==> src/rtl/dot_product_seq_pkg.sv <==
// Shared definitions for the dot-product sequencer and its MAC datapath:
// state encoding and default operand/buffer sizes.
package dot_product_seq_pkg;

    typedef enum logic [1:0] {
        ST_IDLE    = 2'd0,
        ST_CLEAR   = 2'd1,
        ST_RUN     = 2'd2,
        ST_CAPTURE = 2'd3
    } dotseq_state_e;

    localparam int DOTSEQ_WIDTH  = 8;
    localparam int DOTSEQ_DEPTH  = 16;
    localparam int DOTSEQ_ADDR_W = 4;

endpackage

==> src/rtl/dot_product_seq_buf.sv <==
// Dual (weight, input) register file: one synchronous write port and one
// combinational read port sharing a single address.
module dot_pair_buf #(
    parameter int WIDTH  = 8,
    parameter int DEPTH  = 16,
    parameter int ADDR_W = 4
) (
    input  logic              clk,
    input  logic              rst_n,
    input  logic              wr_en_i,
    input  logic [ADDR_W-1:0] wr_addr_i,
    input  logic [WIDTH-1:0]  wr_w_i,
    input  logic [WIDTH-1:0]  wr_x_i,
    input  logic [ADDR_W-1:0] rd_addr_i,
    output logic [WIDTH-1:0]  rd_w_o,
    output logic [WIDTH-1:0]  rd_x_o
);

    logic [WIDTH-1:0] wbuf_q [DEPTH];
    logic [WIDTH-1:0] xbuf_q [DEPTH];

    always_ff @(posedge clk or negedge rst_n) begin
        if (!rst_n) begin
            for (int i = 0; i < DEPTH; i++) begin
                wbuf_q[i] <= '0;
                xbuf_q[i] <= '0;
            end
        end else if (wr_en_i) begin
            wbuf_q[wr_addr_i] <= wr_w_i;
            xbuf_q[wr_addr_i] <= wr_x_i;
        end
    end

    assign rd_w_o = wbuf_q[rd_addr_i];
    assign rd_x_o = xbuf_q[rd_addr_i];

endmodule

==> src/rtl/dot_product_seq.sv <==
// Operand sequencer driving an external MAC; optional shadow accumulator
// cross-check enabled by defining DOTSEQ_SELF_CHECK_EN.
//
// state   | meaning
// IDLE    | waiting for start, buffer writable
// CLEAR   | one-cycle MAC clear, idx reset
// RUN     | stream pair idx into the MAC, one per cycle
// CAPTURE | MAC settled; latch result and pulse done
module dot_product_seq
    import dot_product_seq_pkg::*;
#(
    parameter int WIDTH  = DOTSEQ_WIDTH,
    parameter int DEPTH  = DOTSEQ_DEPTH,
    parameter int ADDR_W = DOTSEQ_ADDR_W
) (
    input  logic                 clk,
    input  logic                 rst_n,
    input  logic                 wr_en,
    input  logic [ADDR_W-1:0]    wr_addr,
    input  logic [WIDTH-1:0]     wr_w,
    input  logic [WIDTH-1:0]     wr_x,
    input  logic                 start,
    input  logic [ADDR_W:0]      len,
    output logic                 busy,
    output logic                 done,
    output logic [2*WIDTH-1:0]   result,
    output logic                 mac_clr,
    output logic                 mac_en,
    output logic [WIDTH-1:0]     mac_w,
    output logic [WIDTH-1:0]     mac_x,
    input  logic [2*WIDTH-1:0]   mac_out,
    output logic                 chk_err
);

    localparam logic [ADDR_W:0] DEPTH_L = (ADDR_W+1)'(DEPTH);
    localparam logic [ADDR_W:0] LEN_ONE = (ADDR_W+1)'(1);

    dotseq_state_e       state_q, state_d;
    logic [ADDR_W-1:0]   idx_q, idx_d;
    logic [ADDR_W:0]     n_q, n_d;
    logic [2*WIDTH-1:0]  result_q, result_d;
    logic                done_q, done_d;
    logic [WIDTH-1:0]    rd_w, rd_x;

    dot_pair_buf #(.WIDTH(WIDTH), .DEPTH(DEPTH), .ADDR_W(ADDR_W)) u_buf (
        .clk       (clk),
        .rst_n     (rst_n),
        .wr_en_i   (wr_en && (state_q == ST_IDLE)),
        .wr_addr_i (wr_addr),
        .wr_w_i    (wr_w),
        .wr_x_i    (wr_x),
        .rd_addr_i (idx_q),
        .rd_w_o    (rd_w),
        .rd_x_o    (rd_x)
    );

    always_ff @(posedge clk or negedge rst_n) begin
        if (!rst_n) begin
            state_q  <= ST_IDLE;
            idx_q    <= '0;
            n_q      <= '0;
            result_q <= '0;
            done_q   <= 1'b0;
        end else begin
            state_q  <= state_d;
            idx_q    <= idx_d;
            n_q      <= n_d;
            result_q <= result_d;
            done_q   <= done_d;
        end
    end

    always_comb begin
        state_d  = state_q;
        idx_d    = idx_q;
        n_d      = n_q;
        result_d = result_q;
        done_d   = 1'b0;
        case (state_q)
            ST_IDLE: begin
                if (start) begin
                    n_d     = (len > DEPTH_L) ? DEPTH_L : len;
                    state_d = ST_CLEAR;
                end
            end
            ST_CLEAR: begin
                idx_d   = '0;
                state_d = (n_q == '0) ? ST_CAPTURE : ST_RUN;
            end
            ST_RUN: begin
                idx_d = idx_q + ADDR_W'(1);
                if ({1'b0, idx_q} == (n_q - LEN_ONE)) begin
                    state_d = ST_CAPTURE;
                end
            end
            ST_CAPTURE: begin
                result_d = mac_out;
                done_d   = 1'b1;
                state_d  = ST_IDLE;
            end
            default: state_d = ST_IDLE;
        endcase
    end

    assign busy    = (state_q != ST_IDLE);
    assign done    = done_q;
    assign result  = result_q;
    assign mac_clr = (state_q == ST_CLEAR);
    assign mac_en  = (state_q == ST_RUN);
    assign mac_w   = mac_en ? rd_w : '0;
    assign mac_x   = mac_en ? rd_x : '0;

`ifdef DOTSEQ_SELF_CHECK_EN
    logic [2*WIDTH-1:0] shadow_q;
    logic               chk_err_q;
    logic [2*WIDTH-1:0] prod;

    // Sign-extend before multiplying so the low 2*WIDTH bits wrap like the MAC.
    assign prod = {{WIDTH{mac_w[WIDTH-1]}}, mac_w} * {{WIDTH{mac_x[WIDTH-1]}}, mac_x};

    always_ff @(posedge clk or negedge rst_n) begin
        if (!rst_n) begin
            shadow_q  <= '0;
            chk_err_q <= 1'b0;
        end else begin
            case (state_q)
                ST_CLEAR:   shadow_q <= '0;
                ST_RUN:     shadow_q <= shadow_q + prod;
                ST_CAPTURE: if (shadow_q != mac_out) chk_err_q <= 1'b1;
                default:    ;
            endcase
        end
    end

    assign chk_err = chk_err_q;
`else
    assign chk_err = 1'b0;
`endif

endmodule

==> config.mk <==
export PLATFORM = sky130hd
export DESIGN_NAME = dot_product_seq
export DESIGN_NICKNAME = d
export VERILOG_FILES = /design/src/rtl/dot_product_seq_pkg.sv /design/src/rtl/dot_product_seq_buf.sv /design/src/rtl/dot_product_seq.sv
export SDC_FILE = /design/constraint.sdc
export NUM_CORES = 1
export LEC_CHECK = 0
export CORE_MARGIN = 2
export CORE_UTILIZATION = 25
export CTS_BUF_LIST = sky130_fd_sc_hd__clkbuf_16
export CTS_CLUSTER_DIAMETER = 80
export DETAILED_ROUTE_END_ITERATION = 12
export PLACE_DENSITY = 0.42
export SLEW_MARGIN = 20
export SYNTH_ARGS = -nofsm -noshare
export SYNTH_HDL_FRONTEND = slang
export SYNTH_SLANG_ARGS = --single-unit
export TNS_END_PERCENT = 10
==> constraint.sdc <==
create_clock -name clk -period 2.95 [get_ports clk]
set_clock_uncertainty 0.2 [all_clocks]
set_input_delay 0.295 -clock clk [delete_from_list [all_inputs] [get_ports clk]]
set_output_delay 0.295 -clock clk [all_outputs]
set_load 0.01 [all_outputs]
Word-level counts from Yosys, hierarchy flattened
Cells that the tools add are included.
Word-level totals
  output and inout port bits: 37
  word-level logic and storage cells: 78
  flip-flop bits (word level): 284
Operators by class
  bitwise operators: 2
  $add $sub $neg: 2
  muxes and demuxes: 19
  magnitude comparators: 4
  reductions and logical operators: 8
  eq/ne operators: 6
Operator list (number)
  bitwise mux 128 bit: 2
  binary-select mux 8 bit (select 4 bit): 2
  two-way mux 8 bit: 7
  demux 8 bit (select 4 bit): 1
  >= comparator 5 bit, second input constant: 2
  inverter 4 -> 5 bit: 2
  one-hot mux 2 bit (4 select lines): 1
  one-hot mux 4 bit (2 select lines): 1
  equality test 4 x 5 -> 1 bit: 1
  > comparator 5 bit, second input constant: 1
  zero test 5 bit: 1
  less-than comparator 5 x 1 -> 1 bit, second input constant: 1
  two-way mux 5 bit: 1
  subtractor 5 x 1 -> 5 bit, second input constant: 1
  adder 4 x 1 -> 4 bit, second input constant: 1
  equality test 2 bit, second input constant: 2
  two-way mux 2 bit: 2
  AND reduction 2 bit: 2
  nonzero test 2 bit: 2
  equality test 2 x 1 -> 1 bit, second input constant: 1
  logical AND 1 bit: 2
  zero test 2 bit: 1
  two-way mux 1 bit: 2
  inequality test 2 x 1 -> 1 bit, second input constant: 1
  inequality test 2 bit, second input constant: 1

Depth between registers and ports, before layout
  depth in word-level cells: 6
  mapped depth: 9
  depth with buffers taken out: 7

Modules after synthesis
Synthesis repeated with hierarchy kept, for this count alone.
Second synthesis, totals
  cell total of the unflattened synthesis: 847
  area total of the unflattened synthesis: 12913.6 um^2
By module, submodules not included
  dot_pair_buf: times used 1, cells each 711, area an instance 11452.2 um^2, sequential area each 6406.1 um^2
  dot_product_seq: times used 1, cells each 136, area an instance 1461.4 um^2, sequential area each 700.7 um^2

Least setup slack after synthesis
No wires, ideal clock.
  path kind: register to output
  start: register idx_q[1]
  end: output mac_x[0]
  path buffers: 3
  cell stages (with the launch flop): 7
  data arrival time: 1954 ps
  path slack: 501 ps
  cells stage by stage: dfrtp_1 > buf_2 > buf_2 > buf_1 > mux4_2 > mux4_2 > and2_1
On the way
  cells in the longest elaborated chain, start to end: 5
Ends and longest elaborated chain
  from (decl): RTL line dot_product_seq.sv:39  | logic [ADDR_W-1:0] idx_q, idx_d;
  from (signal assigned): RTL line dot_product_seq.sv:66  | idx_q <= idx_d;
  inverter 4 -> 5 bit (implied by the code): RTL line dot_product_seq_buf.sv:35  | assign rd_x_o = xbuf_q[rd_addr_i];
  binary-select mux 8 bit (select 4 bit): RTL line dot_product_seq_buf.sv:35
  two-way mux 8 bit (implied by the code) (2 in a row): RTL line dot_product_seq_buf.sv:35
  two-way mux 8 bit: RTL line dot_product_seq.sv:111  | assign mac_x = mac_en ? rd_x : '0;
  to (decl): RTL line dot_product_seq.sv:30  | output logic [WIDTH-1:0] mac_x,
No other way between the ends. The select of a mux whose other input is x is not followed.

Final worst setup path
  start: register idx_q[0]
  end: output mac_w[4]
On the way
  cells in the longest elaborated chain, start to end: 5
Ends and longest elaborated chain
  inverter 4 -> 5 bit (implied by the code): RTL line dot_product_seq_buf.sv:34  | assign rd_w_o = wbuf_q[rd_addr_i];
  binary-select mux 8 bit (select 4 bit): RTL line dot_product_seq_buf.sv:34
  two-way mux 8 bit (implied by the code) (2 in a row): RTL line dot_product_seq_buf.sv:34
  two-way mux 8 bit: RTL line dot_product_seq.sv:110  | assign mac_w = mac_en ? rd_w : '0;
  to (decl): RTL line dot_product_seq.sv:29  | output logic [WIDTH-1:0] mac_w,
No other way between the ends. The select of a mux whose other input is x is not followed.

==> out/results.txt <==
Status: complete, but fails checks
Violated checks: setup timing
Worst vdd ir: 328 µV
Die area: 0.0537 mm²
Grt met1 use: 0.177
Overall Power: 0.0153 W
Fill cells: 5049
Synth Instances: 808
Multi-input logic area: 0.00559 mm²
Initial antenna violation count: 1
Total global routing overflow: 0
DR vias/cell: 4.49
Crit path buf inv count: 4
Met3 Usage GRT: 0.0238
Root Driver: clkbuf_16
CTS H-tree lvls: 2
Yosys warning total: 0
Lkg Pwr: 7.19 nW
CTS tree: built
Busiest grt layer: met2
Reg2reg end: u_buf.xbuf_q[41]
Routability cong.: 0.670
Routed len/inst: 21.6 µm
Core area: 0.0513 mm²
Slew Viols, Final: 0
Syn nets: 860
Fin. Hold Viols: 0
Drt first-iter violations: 388
Cell variety after synth: 41
Layout cells sized above 1: 0.539
RSZ-0062 raised after global routing: true
Setup CP Type: flop to output port
DR DRC count: 0
CP top delay family: multiplexers
Gr usage total: 0.136
Critical Path RT: 2460 ps
Pin count of the biggest net entering global routing: 78
Fmax: 0.319 GHz
Area Growth Syn to Fin: 26.2%
Buffers on Ports: 80
Reg2reg start: state_q[1]
Hold WC Path Type: primary input to async pin
Max-cap violations: 0
First-pass GRT wire length: 53900 µm
Power Density: 934 mW/mm²
Clk Latency, worst-skew pair: 520 ps
Die Y: 232 µm
CP startpoint kind: flop
WP data arrival: 2640 ps
Initial Util: 0.253
Sequential fraction of the synthesis area: 0.548
Final setup violation count: 16
Worst slew pin tran: 816 ps
Die W: 232 µm
CP cell instances: buf_6 -> buf_12 -> buf_8 -> mux4_2 -> mux4_2 -> and2_4 -> buf_6
First drt pass iteration count: 4
Synth Area per Inst: 16.1 µm²
Critical path endpoint category: output port
Fin crit share: 1.06
Critical path's slowest cell: dfrtp_4
Min Clock Period, post-route: 3140 ps
Setup TNS: -2190 ps
Dpl cell area: 0.0150 mm²
Critical Path Stages: 7
PnR worst setup slack: -189 ps
I/O Pins: 82
Reg area: 0.00711 mm²
Clk buf depth: 3
Post-DP HPWL: 21700 µm
Worst R2R Setup Slack: 250 ps
Worst hold margin: 100 ps
Post-route cell area: 0.0164 mm²
Global Route met2 Usage: 0.230
FP Rows: 83
Vias: 7324
ANT nets after route: 0
CP peak stage delay: 520 ps
Worst-path clk slew: 50 ps
Critical Path Fanout Max: 6
Slew HR: 0.456
Mapped Area: 0.0130 mm²
Layout Nets: 982
# clock sinks: 284
Num CTS Buffers: 36
Yosys reg bits: 284
Number of global-route vias before repair: 8012
Wire length after detailed routing: 35200 µm
Reg2Reg Depth: 8
## state kept, by name (all words and copies together), names as in the netlist
register,cells
u_buf.wbuf_q,128
result,16
state_q,2
done,1
n_q,5
idx_q,4
u_buf.xbuf_q,128
## layer usage
layer | vias to the layer above | routed length [µm] | share of wire
li1 | 3234 | - | -
met1 | 3949 | 15700 | 0.45
met2 | 91 | 17600 | 0.50
met3 | 50 | 1000 | 0.028
met4 | 0 | 951 | 0.027
met5 | - | 0 | 0
## worst max path at each step
stage	from	endpoint	slack, ps
final	idx_q[0]	mac_w[4]	-190
after global routing	idx_q[0]	mac_x[4]	-280
after CTS	idx_q[0]	mac_x[5]	-250
after detailed placement	idx_q[0]	mac_w[5]	5
after global placement	idx_q[0]	mac_w[5]	30
after floorplan	idx_q[1]	mac_x[0]	500
## power by group
group          total (W)  switching (W)  internal, W
Combinational    0.00496        0.00179      0.00318
Clock            0.00405        0.00163      0.00242
Sequential       0.00628       0.000809      0.00547
## placed cells by master (no fill, tap or decap), types with 3 or more instances in the layout
cell and n:
buf_16 3, clkdlybuf4s50_1 63, xnor2_1 3, mux4_2 80
nand2b_1 9, nand3_1 3, mux2_2 273, buf_8 4
buf_6 21, nor2_1 4, o21ai_0 10, dfrtp_1 282
and2_4 16, clkinv_1 5, buf_4 28, clkinv_2 5
inv_1 18, buf_12 24, ha_1 7, nand2_1 11
clkbuf_16 37, nor2_2 9
## Yosys cell counts
cell type / instances / area (µm²)
dfrtp_1: 284 / 7110
mux2_2: 273 / 3070
mux4_2: 80 / 1800
clkbuf_1: 30 / 113
buf_2: 24 / 120
and2_1: 17 / 106
nor2_1: 13 / 48.8
nand2_1: 11 / 41.3
o21ai_0: 10 / 50.1
inv_1: 9 / 33.8
nand2b_1: 9 / 56.3
ha_1: 7 / 87.6
buf_1: 3 / 11.3
nand3_1: 3 / 15.0
xnor2_1: 3 / 26.3
buf_12: 2 / 40.0
nand4_1: 2 / 12.5
nor3_1: 2 / 10.0
or2_2: 2 / 12.5
or4_1: 2 / 15.0
xor2_1: 2 / 17.5
a2111oi_2: 1 / 15.0
a211oi_1: 1 / 7.51
a21oi_1: 1 / 5.00
a31oi_1: 1 / 6.26
buf_4: 1 / 7.51
buf_6: 1 / 11.3
buf_8: 1 / 15.0
conb_1: 1 / 3.75
mux2_1: 1 / 11.3
nand3b_1: 1 / 7.51
nand4b_1: 1 / 8.76
nor2b_1: 1 / 6.26
nor3_2: 1 / 10.0
nor3b_1: 1 / 7.51
nor4_2: 1 / 12.5
o211ai_1: 1 / 7.51
o22ai_1: 1 / 6.26
o32a_1: 1 / 10.0
or3_1: 1 / 6.26
or3b_2: 1 / 8.76
## logic make-up (layout without fill, tap and decap cells)
| kind of cell | after synthesis | in the layout | synth area share |
|---|---|---|---|
| flops | 284 | 284 | 0.548 |
| mux | 354 | 354 | 0.377 |
| buf+inv | 71 | 213 | 0.0271 |
| compound gates | 17 | 17 | 0.00829 |
| other cells | 1 | 2 | 0.000289 |
| fa+ha+maj | 7 | 7 | 0.00675 |
| xor+xnor | 5 | 5 | 0.00338 |
| simple gates | 69 | 69 | 0.0297 |
## metrics by stage
step           utilization  worst slack, ps  std cells
2_1_floorplan            -              501        808
3_3_place_gp         0.292             28.4       1553
3_5_place_dp         0.292             5.28       1553
4_1_cts              0.319             -249       1630
5_1_grt              0.319             -279       1631
6_report             0.319             -189       1631
## layout make-up
cell class                 instances  area share
antenna                            1    0.000153
inverter                           9     0.00206
sequential                       284       0.434
clock buffer                      37      0.0565
tap                              680      0.0519
multi-input combinational        453       0.341
timing repair buffer             146       0.105
clock inverter                    21     0.00840
## repair_timing
action,CTS,global route
hold buffers,1,0
pin swaps,9,0
gates cloned,5,0
buffers inserted,13,2
resized for setup,104,8
hold endpoints to repair,71,0
setup endpoints to repair,16,16
Note: power is estimated with default switching activity, not from simulation.
